### src/rtl/rob_pkg.sv
// rob_pkg: shared sizes, state encoding, pointer type and
// popcount helper for the ROB dispatch/recovery controller.
package rob_pkg;

    localparam int DEPTH = 128;
    localparam int IDX_W = 7;
    localparam int WIDTH = 4;

    typedef logic [IDX_W:0] rob_ptr_t;

    typedef enum logic [1:0] {
        RUN    = 2'd0,
        WALK   = 2'd1,
        RESUME = 2'd2
    } rob_ctrl_state_e;

    function automatic logic [2:0] popcnt4(input logic [3:0] m);
        return {2'b00, m[0]} + {2'b00, m[1]}
             + {2'b00, m[2]} + {2'b00, m[3]};
    endfunction

endpackage

### src/rtl/rob_occ_counter.sv
// rob_occ_counter: registered ROB occupancy with full/empty flags.
// In: clk, reset, add_cnt, sub_cnt, load_en, load_val.
// Out: occupancy, full, empty.
module rob_occ_counter
    import rob_pkg::*;
(
    input  logic           clk,
    input  logic           reset,
    input  logic [2:0]     add_cnt,
    input  logic [2:0]     sub_cnt,
    input  logic           load_en,
    input  logic [IDX_W:0] load_val,
    output logic [IDX_W:0] occupancy,
    output logic           full,
    output logic           empty
);

    localparam logic [IDX_W:0] FULL_TH = (IDX_W+1)'(DEPTH - WIDTH);

    logic [IDX_W:0] base;
    logic [IDX_W:0] occ_nxt;

    // A tail rewind replaces the count; retirements still net against it.
    always_comb begin
        base    = load_en ? load_val : occupancy;
        occ_nxt = base + (IDX_W+1)'(add_cnt) - (IDX_W+1)'(sub_cnt);
    end

    always_ff @(posedge clk) begin
        if (!reset) begin
            occupancy <= '0;
            full      <= 1'b0;
            empty     <= 1'b1;
        end else begin
            occupancy <= occ_nxt;
            full      <= occ_nxt > FULL_TH;
            empty     <= occ_nxt == '0;
        end
    end

endmodule

### src/rtl/rob_dispatch_ctrl.sv
// rob_dispatch_ctrl: ROB allocation, head/tail tracking and flush walk.
// In: clk, reset, dec_valid, dec_mask, head_adv, exception_valid/idx.
// Out: dec_ready, rob_inserted, alloc_base, flush_valid/idx,
//      recover_busy, occupancy, full, empty.
module rob_dispatch_ctrl
    import rob_pkg::*;
(
    input  logic             clk,
    input  logic             reset,
    input  logic             dec_valid,
    input  logic [WIDTH-1:0] dec_mask,
    output logic             dec_ready,
    output logic [WIDTH-1:0] rob_inserted,
    output logic [IDX_W-1:0] alloc_base,
    input  logic [2:0]       head_adv,
    input  logic             exception_valid,
    input  logic [IDX_W-1:0] exception_idx,
    output logic             flush_valid,
    output logic [IDX_W-1:0] flush_idx,
    output logic             recover_busy,
    output logic [IDX_W:0]   occupancy,
    output logic             full,
    output logic             empty
);

    rob_ctrl_state_e  state;
    rob_ptr_t         head_ptr;
    rob_ptr_t         tail_ptr;
    rob_ptr_t         walk_ptr;
    logic [IDX_W-1:0] exc_idx_q;

    logic             fire;
    logic             load_en;
    logic             exc_ok;
    logic [2:0]       add_cnt;
    logic [2:0]       sub_cnt;
    logic [IDX_W-1:0] exc_next;
    rob_ptr_t         tail_fire;
    rob_ptr_t         walk_start;
    rob_ptr_t         rewind_ptr;
    rob_ptr_t         rewind_occ;
    rob_ptr_t         avail;
    rob_ptr_t         exc_off;

    assign dec_ready    = (state == RUN) & ~full & reset;
    assign fire         = dec_valid & dec_ready;
    assign rob_inserted = fire ? dec_mask : '0;
    assign alloc_base   = tail_ptr[IDX_W-1:0];
    assign recover_busy = state != RUN;
    assign flush_valid  = state == WALK;
    assign flush_idx    = (state == WALK) ? walk_ptr[IDX_W-1:0] : '0;

    always_comb begin
        add_cnt    = fire ? popcnt4(dec_mask) : 3'd0;
        tail_fire  = tail_ptr + rob_ptr_t'(add_cnt);
        walk_start = tail_fire - rob_ptr_t'(1);
        // walk_ptr holds the excepting entry's full pointer in RESUME,
        // so the rewound tail keeps a wrap bit consistent with head.
        rewind_ptr = walk_ptr + rob_ptr_t'(1);
        rewind_occ = rewind_ptr - head_ptr;
        load_en    = state == RESUME;
        avail      = load_en ? rewind_occ : occupancy;
        sub_cnt    = (rob_ptr_t'(head_adv) > avail) ? avail[2:0]
                                                    : head_adv;
        exc_off    = {1'b0, exception_idx - head_ptr[IDX_W-1:0]};
        exc_ok     = (state == RUN) & exception_valid
                   & (exc_off < occupancy);
        exc_next   = exc_idx_q + IDX_W'(1);
    end

    always_ff @(posedge clk) begin
        if (!reset) begin
            state     <= RUN;
            head_ptr  <= '0;
            tail_ptr  <= '0;
            walk_ptr  <= '0;
            exc_idx_q <= '0;
        end else begin
            head_ptr <= head_ptr + rob_ptr_t'(sub_cnt);
            unique case (state)
                RUN: begin
                    tail_ptr <= tail_fire;
                    if (exc_ok) begin
                        walk_ptr  <= walk_start;
                        exc_idx_q <= exception_idx;
                        if (walk_start[IDX_W-1:0] == exception_idx)
                            state <= RESUME;
                        else
                            state <= WALK;
                    end
                end
                WALK: begin
                    walk_ptr <= walk_ptr - rob_ptr_t'(1);
                    if (walk_ptr[IDX_W-1:0] == exc_next)
                        state <= RESUME;
                end
                RESUME: begin
                    tail_ptr <= rewind_ptr;
                    state    <= RUN;
                end
                default: state <= RUN;
            endcase
        end
    end

    rob_occ_counter u_occ (
        .clk       (clk),
        .reset     (reset),
        .add_cnt   (add_cnt),
        .sub_cnt   (sub_cnt),
        .load_en   (load_en),
        .load_val  (rewind_occ),
        .occupancy (occupancy),
        .full      (full),
        .empty     (empty)
    );

endmodule

### config.mk
export PLATFORM = sky130hd
export DESIGN_NAME = rob_dispatch_ctrl
export DESIGN_NICKNAME = d
export VERILOG_FILES = /design/src/rtl/rob_pkg.sv /design/src/rtl/rob_occ_counter.sv /design/src/rtl/rob_dispatch_ctrl.sv
export SDC_FILE = /design/constraint.sdc
export NUM_CORES = 1
export LEC_CHECK = 0
export CORE_ASPECT_RATIO = 1.25
export CORE_UTILIZATION = 55
export CTS_CLUSTER_DIAMETER = 200
export DETAILED_ROUTE_END_ITERATION = 10
export HOLD_SLACK_MARGIN = 0.15
export PLACE_DENSITY = 0.79
export SYNTH_ARGS = -nofsm -noshare
export SYNTH_HDL_FRONTEND = slang
export SYNTH_SLANG_ARGS = --single-unit
export TNS_END_PERCENT = 100
### constraint.sdc
create_clock -name clk -period 7 [get_ports clk]
set_input_delay 1.4 -clock clk [delete_from_list [all_inputs] [get_ports clk]]
set_output_delay 1.4 -clock clk [all_outputs]
set_load 0.02 [all_outputs]
==> flow_metrics.tcl, run 1 <==
set metrics [dict create \
    wl_per_cell_um 16.81 \
    ir_worst_vdd_v 0.0003542 \
    clkTransAtPathRegs_ns 0.09 \
    startpoint_type "register" \
    slew_headroom_pct 56.69 \
    synth-seq-area-share_pct 20.91 \
    drv_cap 0 \
    reg2reg_from "walk_ptr[0]$_SDFFE_PN0P_" \
    die_h_um 98.73 \
    finalHoldViolCount 0 \
    cp.required_ns 7.19 \
    clock_path_buffers 2 \
    p_leak_uw 0.002077 \
    yosysMostFrequentCell "nor2_1" \
    ys_async_sr_fraction_pct 0 \
    die_area_um2 7837 \
    rsz0062_at_grt "false" \
    wl_um 10610 \
    total_power_uw 2305 \
    gr-usage-all-layers_pct 28.14 \
    cts_hold_buffers 0 \
    core_area_um2 7104 \
    p_sw_share_pct 48.79 \
    drc_errors 0 \
    firstDrtPassIters 5 \
    antenna_found_initial 0 \
    die_x_um 79.38 \
    holdWs_ns 0.5088 \
    post_cts_buffers 0 \
    synth_area_leaders "dfxtp_1, ha_1, xnor2_1, nor2_1, inv_1" \
    avgSynthCellArea_um2 8.056 \
    setup_viol 0 \
    holdPathEnd "tail_ptr[7]$_SDFFE_PN0P_" \
    n_antenna_cell 0 \
    hold_depth 2 \
    grt_util_met2_pct 52.32 \
    clock.fmax_mhz 164.2 \
    ioPinCount 49 \
    synthTopCellsByCount "nor2_1, inv_1, ha_1" \
    synth_edf_count 0 \
    yosys_warnings 0 \
    min_period_ns 6.089 \
    start_util_pct 57.94 \
    vias_per_cell 5.829 \
    synthCells 511 \
    clock_latency_ns 0.31 \
    grt_max_degree 32 \
    internal-power_uw 1180 \
    cts_tree "yes" \
    dominantRegCellSynth "dfxtp_1" \
    worst_ep_arrival_time_ns 6.27 \
    hold_class "reg2reg" \
    r2r-end "u_occ.empty$_SDFF_PN1_" \
    port_buffers 48 \
    h-tree-depth 2 \
    place_hpwl_um 8408 \
    numCtsBuffers 5 \
    ys_seq_elements 43 \
    rows 34 \
    tns_ns 0 \
    fin_nets 611 \
    drtIter0Drc 202 \
    fin_crit_sh_pct 86.99 \
    clock-sinks 43 \
    r2r_setup_slack_ns 0.91 \
    yosysUniqueCellTypes 59 \
    antenna_left 0 \
    pwr-share-seq_pct 19.5 \
    yosysTopAreaCellShare_pct 20.91 \
    first_global_vias 3606 \
    grt_pass1_wl_um 16930 \
    met3_usage_pct 3.056 \
    endpoint_kind "register" \
    cp_max_fo 7 \
    num_vias 3678 \
    syn_area_um2 4116 \
    ctsResizeCount 0 \
    gp_congestion 0.9442 \
    syn_nets 582 \
    crit_type "reg2reg" \
    clkPwrFrac_pct 9.2 \
    cts-root-buf "clkbuf_8" \
    worstHoldStart "tail_ptr[7]$_SDFFE_PN0P_" \
    power_density_nw_per_um2 490.3 \
    grt_remaining_overflow 0 \
    fin_worst_skew_ns 0.009178 \
    drive_above_1_share_pct 4.251 \
    area_growth_pct 14.19 \
    grt-busiest-layer "met2" \
    slew_viol_final 0 \
    grtUsageMet1_pct 31.33 \
    yosysTopAreaCell "dfxtp_1" \
    p_sw_uw 1124 \
    p_comb_share_pct 71.3 \
    ff2ff_path_depth 23 \
    worst_pin_slew_ns 0.6488 \
    status "completed" \
]
==> registers in the layout, indices dropped and copies added (netlist names) <==
name	flops
state	2
u_occ.full	1
exc_idx_q	7
u_occ.empty	1
tail_ptr	8
u_occ.occupancy	8
head_ptr	8
walk_ptr	8
==> worst max path at each step <==
stage,startpoint,endpoint,slack [ns]
after floorplan,walk_ptr[0]$_SDFFE_PN0P_,u_occ.empty$_SDFF_PN1_,1.74
after global placement,walk_ptr[0]$_SDFFE_PN0P_,u_occ.empty$_SDFF_PN1_,0.92
after detailed placement,walk_ptr[0]$_SDFFE_PN0P_,u_occ.empty$_SDFF_PN1_,0.99
after CTS,walk_ptr[0]$_SDFFE_PN0P_,u_occ.empty$_SDFF_PN1_,0.89
after global routing,walk_ptr[0]$_SDFFE_PN0P_,u_occ.empty$_SDFF_PN1_,0.59
final,walk_ptr[0]$_SDFFE_PN0P_,u_occ.empty$_SDFF_PN1_,0.91
==> routing by layer <==
layer	vias to the layer above	routed length (um)
met5	-	0
met4	0	350
met3	25	535
met2	125	5559
met1	1729	4161
li1	1799	-
==> power by group through the flow <==
stage / Combinational [uW] / Clock (uW) / Sequential, uW
4_1_cts: 1640 / 212 / 446
3_3_place_gp: 1590 / 0 / 447
5_1_grt: 1820 / 221 / 459
2_1_floorplan: 1250 / 0 / 408
3_5_place_dp: 1630 / 0 / 452
6_report: 1640 / 212 / 449
==> kinds of logic after synthesis <==
family / Yosys count / synth area share, %
AOI/OAI and AO/OA: 98 / 15.72
xor gates and xnor gates: 57 / 13.65
adders and majority gates: 53 / 17.57
buffers and inverters: 75 / 7.872
DFF: 43 / 20.91
muxes: 19 / 4.681
and+or+nand+nor: 166 / 19.61
==> metrics by stage <==
stage / setup WS [ns] / util, % / std cells / instance area (um2)
5_1_grt: 0.5904 / 66.17 / 631 / 4701
3_3_place_gp: 0.9155 / 64.51 / 623 / 4583
4_1_cts: 0.8915 / 66.17 / 631 / 4701
6_report: 0.9107 / 66.17 / 631 / 4701
2_1_floorplan: 1.737 / - / 511 / 4116
3_5_place_dp: 0.9868 / 64.51 / 623 / 4583
==> cells in the final DEF (no fill, tap or decap), drive strengths merged, types with 3 or more instances in the layout <==
cell type      count
a221oi             4
and3               6
clkbuf             6
and2              11
xor2              19
a211o              3
a21oi             31
or3                6
a31oi              6
nor4               5
fa                 8
nand2             30
clkdlybuf4s50     48
o21ai             20
mux2i             17
o21a               4
nor2              63
xnor2             34
inv               47
xnor3              4
dfxtp             43
ha                45
nand2b             3
o21bai             5
nor3              11
nor2b              7
nand3             12
a21o              10
==> worst max-delay path, stage by stage, from the launching register on <==
cell and delay, ns:
dfxtp_1 0.48, inv_1 0.20, ha_1 0.40, ha_1 0.30
a21o_1 0.18, a21oi_1 0.22, o21ai_0 0.18, o41ai_1 0.34
xnor2_1 0.15, mux2i_1 0.16, ha_1 0.18, nand3_1 0.06
or3_1 0.45, mux2_2 0.35, fa_1 0.53, inv_1 0.08
ha_1 0.29, a21o_1 0.15, a21oi_1 0.22, o21bai_1 0.11
a21oi_1 0.26, a21oi_1 0.13, mux2i_1 0.17, a2111oi_0 0.36
==> layout make-up <==
type	count	area [um2]
multi-input combinational	393	2938
fill	634	2404
sequential	43	860.8
timing repair buffer	50	495.5
inverter	47	176.4
tap	90	112.6
clock buffer	6	82.58
clock inverter	2	35.03
Note: power is estimated with default switching activity, not from simulation.
==> run 2: changes to the inputs <==
--- a/config.mk
+++ b/config.mk
@@ -11,6 +11,7 @@
 export DETAILED_ROUTE_END_ITERATION = 10
 export HOLD_SLACK_MARGIN = 0.15
 export PLACE_DENSITY = 0.79
+export SETUP_SLACK_MARGIN = 0.05
 export SYNTH_ARGS = -nofsm -noshare
 export SYNTH_HDL_FRONTEND = slang
 export SYNTH_SLANG_ARGS = --single-unit
==> constraint.sdc (replaced) <==
create_clock -name clk -period 7 [get_ports clk]
set_input_delay 1.4 -clock clk [delete_from_list [all_inputs] [get_ports clk]]
set_output_delay 1.4 -clock clk [all_outputs]
set_load 0.005 [all_outputs]
==> results of run 2 <==
Same layout as run 1 (identical final DEF). Status: completed.
Among the figures that moved: total power 2305 uW -> 2247 uW; worst IR drop on VDD 0.0003542 V -> 0.0003397 V
